## config.mk

```make
export PLATFORM = sky130hd
export DESIGN_NAME = snoop_cache_ctrl_flat
export DESIGN_NICKNAME = d
export VERILOG_FILES = /design/src/rtl/snoop_cache_ctrl_if.sv /design/src/rtl/snoop_cache_ctrl.sv /design/src/flat_wrapper.sv
export SDC_FILE = /design/constraint.sdc
export NUM_CORES = 1
export LEC_CHECK = 0
export BUFFER_PORTS_ARGS = -buffer_cell sky130_fd_sc_hd__buf_2
export CAP_MARGIN = 40
export CORE_AREA = 2 2 136 98
export CTS_BUF_LIST = sky130_fd_sc_hd__clkbuf_4 sky130_fd_sc_hd__clkbuf_8 sky130_fd_sc_hd__clkbuf_16
export CTS_CLUSTER_DIAMETER = 150
export CTS_CLUSTER_SIZE = 12
export DETAILED_ROUTE_END_ITERATION = 8
export DIE_AREA = 0 0 138 100
export GPL_TIMING_DRIVEN = 0
export PLACE_DENSITY = 0.62
export SETUP_SLACK_MARGIN = 0.4
export SLEW_MARGIN = 20
export SYNTH_ARGS = -nofsm -noshare
export SYNTH_HDL_FRONTEND = slang
export SYNTH_SLANG_ARGS = --single-unit
export TNS_END_PERCENT = 10
```

## constraint.sdc

```tcl
create_clock -name clock -period 8.56 [get_ports clock]
set_clock_uncertainty 0.2 [all_clocks]
set_input_delay 1.284 -clock clock [delete_from_list [all_inputs] [get_ports clock]]
set_output_delay 1.284 -clock clock [all_outputs]
set_load 0.02 [all_outputs]
```

## src/rtl/snoop_cache_ctrl_if.sv

```systemverilog
// ============================================================================
// Module      : snoop_cache_ctrl_if
// Description : CPU, coherence-bus, snoop and memory-response signals of the
//               snooping cache controller, with controller (slave) and
//               environment (master) views.
// Revision    : 1.0 - initial release
// ============================================================================
`default_nettype none

interface snoop_cache_ctrl_if;
    logic       cpu_req;
    logic       cpu_we;
    logic [2:0] cpu_addr;
    logic [3:0] cpu_wdata;
    logic       cpu_ready;
    logic       cpu_done;
    logic [3:0] cpu_rdata;
    logic       bus_req;
    logic       bus_grant;
    logic [8:0] bus_out;
    logic [8:0] snoop_in;
    logic [8:0] mem_in;

    modport slave (
        input  cpu_req, cpu_we, cpu_addr, cpu_wdata, bus_grant, snoop_in, mem_in,
        output cpu_ready, cpu_done, cpu_rdata, bus_req, bus_out
    );

    modport master (
        output cpu_req, cpu_we, cpu_addr, cpu_wdata, bus_grant, snoop_in, mem_in,
        input  cpu_ready, cpu_done, cpu_rdata, bus_req, bus_out
    );
endinterface

`default_nettype wire

```

## src/rtl/snoop_cache_ctrl.sv

```systemverilog
// ============================================================================
// Module      : snoop_cache_ctrl
// Description : Direct-mapped MSI snooping cache controller for one CPU port.
//               Optional hit/miss counters enabled by SNOOP_CACHE_STATS_EN.
// Revision    : 1.0 - initial release
// ============================================================================
`default_nettype none

module snoop_cache_ctrl #(
    parameter int LINES  = 4,
    parameter int STAT_W = 8
) (
    input  logic                 clock,
    input  logic                 reset,
    snoop_cache_ctrl_if.slave    cif
`ifdef SNOOP_CACHE_STATS_EN
    ,
    output logic [STAT_W-1:0]    hit_cnt,
    output logic [STAT_W-1:0]    miss_cnt
`endif
);

    localparam int         c_IW       = (LINES > 1) ? $clog2(LINES) : 1;
    localparam logic [1:0] c_LS_I     = 2'd0;
    localparam logic [1:0] c_LS_S     = 2'd1;
    localparam logic [1:0] c_LS_M     = 2'd2;
    localparam logic [1:0] c_MSG_RM   = 2'd0;
    localparam logic [1:0] c_MSG_WB   = 2'd1;
    localparam logic [1:0] c_MSG_INV  = 2'd2;
    localparam logic [8:0] c_BUS_IDLE = 9'h180;

    typedef enum logic [2:0] {
        ST_IDLE  = 3'd0,
        ST_FLUSH = 3'd1,
        ST_WB    = 3'd2,
        ST_RM    = 3'd3,
        ST_WAIT  = 3'd4,
        ST_INV   = 3'd5,
        ST_DONE  = 3'd6
    } state_t;

    state_t          r_state, w_next, r_resume, w_resume_nx;
    logic [1:0]      r_lstate [LINES];
    logic [2:0]      r_tag    [LINES];
    logic [3:0]      r_data   [LINES];
    logic            r_we;
    logic [2:0]      r_addr;
    logic [3:0]      r_wdata;
    logic            r_flush_pend;
    logic [2:0]      r_fl_addr;
    logic [3:0]      r_fl_data;
    logic [8:0]      r_bus_out;

    logic [c_IW-1:0] w_req_idx, w_cur_idx, w_snp_idx;
    logic [1:0]      w_snp_msg;
    logic [2:0]      w_snp_addr;
    logic            w_snp_inv, w_snp_rd;
    logic [1:0]      w_req_lst, w_cur_lst;
    logic            w_resume_ld, w_accept, w_hit, w_bus_load, w_flush_clr;
    logic [8:0]      w_bus_msg;
    logic            w_lw_en;
    logic [c_IW-1:0] w_lw_idx;
    logic [1:0]      w_lw_st;
    logic [2:0]      w_lw_tag;
    logic [3:0]      w_lw_data;
    logic            w_unused;

    assign w_req_idx  = cif.cpu_addr[c_IW-1:0];
    assign w_cur_idx  = r_addr[c_IW-1:0];
    assign w_snp_msg  = cif.snoop_in[8:7];
    assign w_snp_addr = cif.snoop_in[6:4];
    assign w_snp_idx  = w_snp_addr[c_IW-1:0];
    assign w_unused   = ^{cif.mem_in[8:4], cif.snoop_in[3:0]} ^ (STAT_W > 0);

    // A second downgrade while a flush is still buffered is refused so the buffer is never lost.
    assign w_snp_inv = (w_snp_msg == c_MSG_INV) && (r_lstate[w_snp_idx] != c_LS_I)
                       && (r_tag[w_snp_idx] == w_snp_addr);
    assign w_snp_rd  = (w_snp_msg == c_MSG_RM) && (r_lstate[w_snp_idx] == c_LS_M)
                       && (r_tag[w_snp_idx] == w_snp_addr) && !r_flush_pend;

    // Line state as it will be after this cycle's snoop, used for all decisions.
    always_comb begin
        w_req_lst = r_lstate[w_req_idx];
        if (w_snp_inv && (w_snp_idx == w_req_idx))     w_req_lst = c_LS_I;
        else if (w_snp_rd && (w_snp_idx == w_req_idx)) w_req_lst = c_LS_S;
        w_cur_lst = r_lstate[w_cur_idx];
        if (w_snp_inv && (w_snp_idx == w_cur_idx))     w_cur_lst = c_LS_I;
        else if (w_snp_rd && (w_snp_idx == w_cur_idx)) w_cur_lst = c_LS_S;
    end

    always_comb begin
        w_next      = r_state;
        w_resume_ld = 1'b0;
        w_resume_nx = r_state;
        w_accept    = 1'b0;
        w_hit       = 1'b0;
        w_bus_load  = 1'b0;
        w_bus_msg   = c_BUS_IDLE;
        w_flush_clr = 1'b0;
        w_lw_en     = 1'b0;
        w_lw_idx    = w_cur_idx;
        w_lw_st     = c_LS_I;
        w_lw_tag    = r_addr;
        w_lw_data   = r_wdata;
        case (r_state)
            ST_IDLE: begin
                if (r_flush_pend) begin
                    w_next      = ST_FLUSH;
                    w_resume_ld = 1'b1;
                end else if (cif.cpu_req) begin
                    w_accept = 1'b1;
                    w_hit    = (w_req_lst != c_LS_I) && (r_tag[w_req_idx] == cif.cpu_addr);
                    if (w_hit) begin
                        if (!cif.cpu_we) begin
                            w_next = ST_DONE;
                        end else if (w_req_lst == c_LS_M) begin
                            w_next    = ST_DONE;
                            w_lw_en   = 1'b1;
                            w_lw_idx  = w_req_idx;
                            w_lw_st   = c_LS_M;
                            w_lw_tag  = cif.cpu_addr;
                            w_lw_data = cif.cpu_wdata;
                        end else begin
                            w_next = ST_INV;
                        end
                    end else if (w_req_lst == c_LS_M) begin
                        w_next = ST_WB;
                    end else begin
                        w_next = ST_RM;
                    end
                end
            end
            ST_FLUSH: begin
                if (cif.bus_grant) begin
                    w_bus_load  = 1'b1;
                    w_bus_msg   = {c_MSG_WB, r_fl_addr, r_fl_data};
                    w_flush_clr = 1'b1;
                    w_next      = r_resume;
                end
            end
            ST_WB: begin
                if (r_flush_pend) begin
                    w_next      = ST_FLUSH;
                    w_resume_ld = 1'b1;
                end else if (cif.bus_grant) begin
                    w_bus_load = 1'b1;
                    w_bus_msg  = {c_MSG_WB, r_tag[w_cur_idx], r_data[w_cur_idx]};
                    w_lw_en    = 1'b1;
                    w_lw_st    = c_LS_I;
                    w_lw_tag   = r_tag[w_cur_idx];
                    w_lw_data  = r_data[w_cur_idx];
                    w_next     = ST_RM;
                end
            end
            ST_RM: begin
                if (r_flush_pend) begin
                    w_next      = ST_FLUSH;
                    w_resume_ld = 1'b1;
                end else if (cif.bus_grant) begin
                    w_bus_load = 1'b1;
                    w_bus_msg  = {c_MSG_RM, r_addr, 4'h0};
                    w_next     = ST_WAIT;
                end
            end
            ST_WAIT: begin
                w_lw_en   = 1'b1;
                w_lw_st   = c_LS_S;
                w_lw_data = r_we ? r_wdata : cif.mem_in[3:0];
                w_next    = r_we ? ST_INV : ST_DONE;
            end
            ST_INV: begin
                if (r_flush_pend) begin
                    w_next      = ST_FLUSH;
                    w_resume_ld = 1'b1;
                end else if ((w_cur_lst == c_LS_I) || (r_tag[w_cur_idx] != r_addr)) begin
                    // Upgrade lost to a remote invalidate: fetch the line again as a write miss.
                    w_next = ST_RM;
                end else if (cif.bus_grant) begin
                    w_bus_load = 1'b1;
                    w_bus_msg  = {c_MSG_INV, r_addr, r_wdata};
                    w_lw_en    = 1'b1;
                    w_lw_st    = c_LS_M;
                    w_next     = ST_DONE;
                end
            end
            ST_DONE: w_next = ST_IDLE;
            default: w_next = ST_IDLE;
        endcase
    end

    always_ff @(posedge clock) begin
        if (reset) begin
            r_state      <= ST_IDLE;
            r_resume     <= ST_IDLE;
            r_we         <= 1'b0;
            r_addr       <= 3'd0;
            r_wdata      <= 4'd0;
            r_flush_pend <= 1'b0;
            r_fl_addr    <= 3'd0;
            r_fl_data    <= 4'd0;
            r_bus_out    <= c_BUS_IDLE;
            for (int i = 0; i < LINES; i++) begin
                r_lstate[i] <= c_LS_I;
                r_tag[i]    <= 3'd0;
                r_data[i]   <= 4'd0;
            end
        end else begin
            r_state   <= w_next;
            r_bus_out <= w_bus_load ? w_bus_msg : c_BUS_IDLE;
            if (w_resume_ld) r_resume <= w_resume_nx;
            if (w_accept) begin
                r_we    <= cif.cpu_we;
                r_addr  <= cif.cpu_addr;
                r_wdata <= cif.cpu_wdata;
            end
            if (w_snp_rd) begin
                r_flush_pend <= 1'b1;
                r_fl_addr    <= w_snp_addr;
                r_fl_data    <= r_data[w_snp_idx];
            end else if (w_flush_clr) begin
                r_flush_pend <= 1'b0;
            end
            if (w_snp_inv)     r_lstate[w_snp_idx] <= c_LS_I;
            else if (w_snp_rd) r_lstate[w_snp_idx] <= c_LS_S;
            // Own line update is written last so a refill beats a same-cycle snoop.
            if (w_lw_en) begin
                r_lstate[w_lw_idx] <= w_lw_st;
                r_tag[w_lw_idx]    <= w_lw_tag;
                r_data[w_lw_idx]   <= w_lw_data;
            end
        end
    end

    assign cif.cpu_ready = (r_state == ST_IDLE) && !r_flush_pend;
    assign cif.cpu_done  = (r_state == ST_DONE);
    assign cif.cpu_rdata = ((r_state == ST_DONE) && !r_we) ? r_data[w_cur_idx] : 4'h0;
    assign cif.bus_req   = (r_state == ST_FLUSH) || (r_state == ST_WB) ||
                           (r_state == ST_RM)    || (r_state == ST_INV);
    assign cif.bus_out   = r_bus_out;

`ifdef SNOOP_CACHE_STATS_EN
    logic [STAT_W-1:0] r_hit_cnt, r_miss_cnt;

    always_ff @(posedge clock) begin
        if (reset) begin
            r_hit_cnt  <= '0;
            r_miss_cnt <= '0;
        end else if (w_accept) begin
            if (w_hit && (r_hit_cnt != '1))        r_hit_cnt  <= r_hit_cnt + 1'b1;
            else if (!w_hit && (r_miss_cnt != '1)) r_miss_cnt <= r_miss_cnt + 1'b1;
        end
    end

    assign hit_cnt  = r_hit_cnt;
    assign miss_cnt = r_miss_cnt;
`endif

endmodule

`default_nettype wire
```

## src/flat_wrapper.sv

```systemverilog
// flat-port wrapper written by rule: the top's interface ports become plain ports
module snoop_cache_ctrl_flat 
#(
    parameter int LINES  = 4,
    parameter int STAT_W = 8
)
  (clock, reset, cif_cpu_req, cif_cpu_we, cif_cpu_addr, cif_cpu_wdata, cif_bus_grant, cif_snoop_in, cif_mem_in, cif_cpu_ready, cif_cpu_done, cif_cpu_rdata, cif_bus_req, cif_bus_out);
  snoop_cache_ctrl_if cif_i ();
  input  logic clock;
  input  logic reset;
  input wire logic [$bits(cif_i.cpu_req)-1:0] cif_cpu_req;
  input wire logic [$bits(cif_i.cpu_we)-1:0] cif_cpu_we;
  input wire logic [$bits(cif_i.cpu_addr)-1:0] cif_cpu_addr;
  input wire logic [$bits(cif_i.cpu_wdata)-1:0] cif_cpu_wdata;
  input wire logic [$bits(cif_i.bus_grant)-1:0] cif_bus_grant;
  input wire logic [$bits(cif_i.snoop_in)-1:0] cif_snoop_in;
  input wire logic [$bits(cif_i.mem_in)-1:0] cif_mem_in;
  output wire logic [$bits(cif_i.cpu_ready)-1:0] cif_cpu_ready;
  output wire logic [$bits(cif_i.cpu_done)-1:0] cif_cpu_done;
  output wire logic [$bits(cif_i.cpu_rdata)-1:0] cif_cpu_rdata;
  output wire logic [$bits(cif_i.bus_req)-1:0] cif_bus_req;
  output wire logic [$bits(cif_i.bus_out)-1:0] cif_bus_out;
  assign cif_i.cpu_req = cif_cpu_req;
  assign cif_i.cpu_we = cif_cpu_we;
  assign cif_i.cpu_addr = cif_cpu_addr;
  assign cif_i.cpu_wdata = cif_cpu_wdata;
  assign cif_i.bus_grant = cif_bus_grant;
  assign cif_i.snoop_in = cif_snoop_in;
  assign cif_i.mem_in = cif_mem_in;
  assign cif_cpu_ready = cif_i.cpu_ready;
  assign cif_cpu_done = cif_i.cpu_done;
  assign cif_cpu_rdata = cif_i.cpu_rdata;
  assign cif_bus_req = cif_i.bus_req;
  assign cif_bus_out = cif_i.bus_out;
  snoop_cache_ctrl #(.LINES(LINES), .STAT_W(STAT_W)) u_core (.clock(clock), .reset(reset), .cif(cif_i));
endmodule
```

==> flow_summary.json <==
{
  "status": "finished clean",
  "synth_top_area_share_pct": 25.3,
  "fp.dieH_um": 100,
  "slew_violations": 0,
  "antenna_cells": 0,
  "sw_frac_of_total_pct": 37.8,
  "start_kind": "input port",
  "fin_ws_ps": 3640,
  "hold_path.class": "flip-flop to flip-flop",
  "cts_hold_buf": 0,
  "fmax_mhz": 203,
  "first_pass_iters": 7,
  "p_total_mw": 1.23,
  "synth_ff_type": "edfxtp_1",
  "syn-num-nets": 484,
  "nNetsFinal": 530,
  "reg2reg_slack_ps": 4650,
  "syn_area_per_cell_um2": 9.42,
  "cts_root_buf": "clkbuf_16",
  "fin_crit_sh_pct": 57.5,
  "grt_max_degree": 15,
  "row_count": 35,
  "seqCellArea_mm2": 0.00174,
  "p_sw_uw": 464,
  "use_met2_pct": 28.4,
  "area_growth_pct": 16.2,
  "drcViolationCount": 0,
  "antenna_found_initial": 0,
  "yosysTopAreaCell": "edfxtp_1",
  "final_cells": 671,
  "viasPerCell": 5.80,
  "path_max_fanout": 10,
  "cts-buffers-inserted": 9,
  "cts_buffer_depth": 2,
  "dr_total_vias": 3894,
  "critPathMaxStageDelay_ps": 610,
  "path_class": "input port to flip-flop",
  "grt_pass1_wl_um": 20500,
  "antenna_left": 0,
  "grt_pass1_vias": 3716,
  "initialDrtViolationCount": 487,
  "grt_use_met3_pct": 4.77,
  "ys_warn_count": 0,
  "fp.dieW_um": 138,
  "multi_input_area_mm2": 0.00235,
  "cp_slowest_cell": "mux4_2",
  "finalInstanceArea_mm2": 0.00497,
  "start_util_pct": 33.7,
  "place_ws_ps": 3400,
  "die_area_mm2": 0.0138,
  "grt-ovfl-total": 0,
  "whs_ps": 307,
  "hold_viol": 0,
  "synthCells": 454,
  "p_int_uw": 762,
  "fillers": 1291,
  "cp-end-kind": "flip-flop",
  "p_leak_nw": 1.83,
  "vdd_drop_max_mv": 0.104,
  "avgRoutedWirePerCell_um": 19.6,
  "path_cells": "buf_2 > clkbuf_1 > mux4_2 > nand2b_1 > a31oi_1 > nand4_1 > nor3b_1 > or3_1 > a31o_1",
  "min_period_ps": 4920,
  "rsz0062_at_grt": "no",
  "dp_hpwl_um": 9980,
  "cts-htree-levels": 3,
  "grt.busiest_layer": "met2",
  "worst-path-buf-inv": 2,
  "syn_area_mm2": 0.00428,
  "clkSinkCount": 69,
  "core_area_mm2": 0.0127,
  "final_common_cell": "nor2_1",
  "fin_setup_tns_ps": 0,
  "ys_ff_latch": 69,
  "synth_cell_types": 57,
  "synth_area_leaders": "edfxtp_1, dfxtp_1, mux4_2, nor2_1, a21oi_1",
  "dpl-instance-area_mm2": 0.00466,
  "pwr-share-clk_pct": 31.5,
  "power.share.sequential_pct": 32.5,
  "synth-seq-area-share_pct": 40.7,
  "synth_edf_count": 36,
  "utilization_pct": 39.2,
  "path_delay_family": "simple AND/OR/NAND/NOR gates",
  "async_reset_ff_share_pct": 0,
  "use_met1_pct": 28.4,
  "cts_tree": "built",
  "p_comb_share_pct": 36.1,
  "finalWirelength_um": 13200,
  "place_inst": 654,
  "layout_common_cells": "nor2_1, buf_2, edfxtp_1",
  "required_ps": 8410,
  "maxSlewHeadroom_pct": 50.4,
  "tightest_slew_ps": 743,
  "cap_violations": 0,
  "gp_congestion": 0.914,
  "cts_resized": 0,
  "track_usage_pct": 19.2,
  "port_buffers": 34,
  "crit_arrival_ps": 4770,
  "p_per_area_mw_per_mm2": 247,
  "clkTransAtPathRegs_ps": 70,
  "postCtsSetupRepairBufs": 0,
  "drive_gt1_share_pct": 19.0,
  "clk_latency_ps": 340,
  "ios": 46,
  "setup_viol": 0
}
## power by group through the flow
stage	combinational (mW)	sequential [mW]	clock [mW]
4_1_cts	0.431	0.398	0.385
5_1_grt	0.482	0.402	0.401
3_5_place_dp	0.429	0.405	0
3_3_place_gp	0.424	0.403	0
6_report	0.442	0.398	0.386
2_1_floorplan	0.316	0.399	0
## final timing paths
check	from	endpoint	cells after the start
hold / removal	u_core.r_resume[1]$_SDFFE_PP0P_	u_core.r_resume[1]$_SDFFE_PP0P_	2
hold reg to reg	u_core.r_resume[1]$_SDFFE_PP0P_	u_core.r_resume[1]$_SDFFE_PP0P_	2
setup reg to reg	u_core.r_tag[0][0]$_SDFFCE_PN0P_	u_core.r_data[0][2]$_SDFFCE_PN0P_	9
setup / recovery	cif_cpu_addr[0]	u_core.r_lstate[2][0]$_DFFE_PP_	9
## kinds of logic (layout without fill, tap and decap cells)
| group | Yosys count | count (layout) | share of synthesized area, % |
|---|---|---|---|
| muxes | 33 | 33 | 13.4 |
| AOI/OAI and AO/OA | 101 | 101 | 16.8 |
| and+or+nand+nor | 192 | 192 | 22.6 |
| xor gates and xnor gates | 10 | 10 | 2.05 |
| DFF | 69 | 69 | 40.7 |
| buffers and inverters | 49 | 100 | 4.45 |
## layout make-up
type | count | share of cell area (%)
Sequential cell | 69 | 35.0
Buffer | 31 | 2.47
Clock buffer | 9 | 4.53
Timing Repair Buffer | 35 | 3.65
Tap cell | 166 | 4.18
Clock inverter | 7 | 1.61
Multi-Input combinational cell | 336 | 47.2
Inverter | 18 | 1.36
## state kept, by name, indices dropped and copies added, names as in the netlist, named ones only
signal,count
u_core.r_wdata,4
u_core.r_addr,3
u_core.r_we,1
u_core.r_state,3
u_core.r_fl_data,4
u_core.r_data,16
u_core.r_resume,3
u_core.r_lstate,8
u_core.r_fl_addr,3
u_core.r_tag,12
u_core.cif.bus_out,9
u_core.r_flush_pend,1
## synth_stat cells (all sizes together), types with 5 or more instances
master	number
o31ai	6
mux4	19
nor3	12
a21oi	31
nor3b	7
o21ai	15
inv	18
xnor2	5
and2	11
or2	6
a31o	7
a21o	6
nand3	13
dfxtp	33
nand2	30
clkbuf	24
xor2	5
mux2i	11
nand2b	9
buf	7
nor2	66
edfxtp	36
nand4	8
nor2b	9
a211oi	5
## per-layer routing
layer  part of all wire, %  up-vias
li1                      -     1779
met1                    47     1894
met2                    42      203
met3                   9.9       18
met4                  0.98        0
met5                     0        -
## tightest hold or removal path, delay by kind of cell, from the launching register on
family,cells,cell delay [ps]
DFF,1,320
AOI/OAI and AO/OA,2,140
Note: power is estimated with default switching activity, not from simulation.
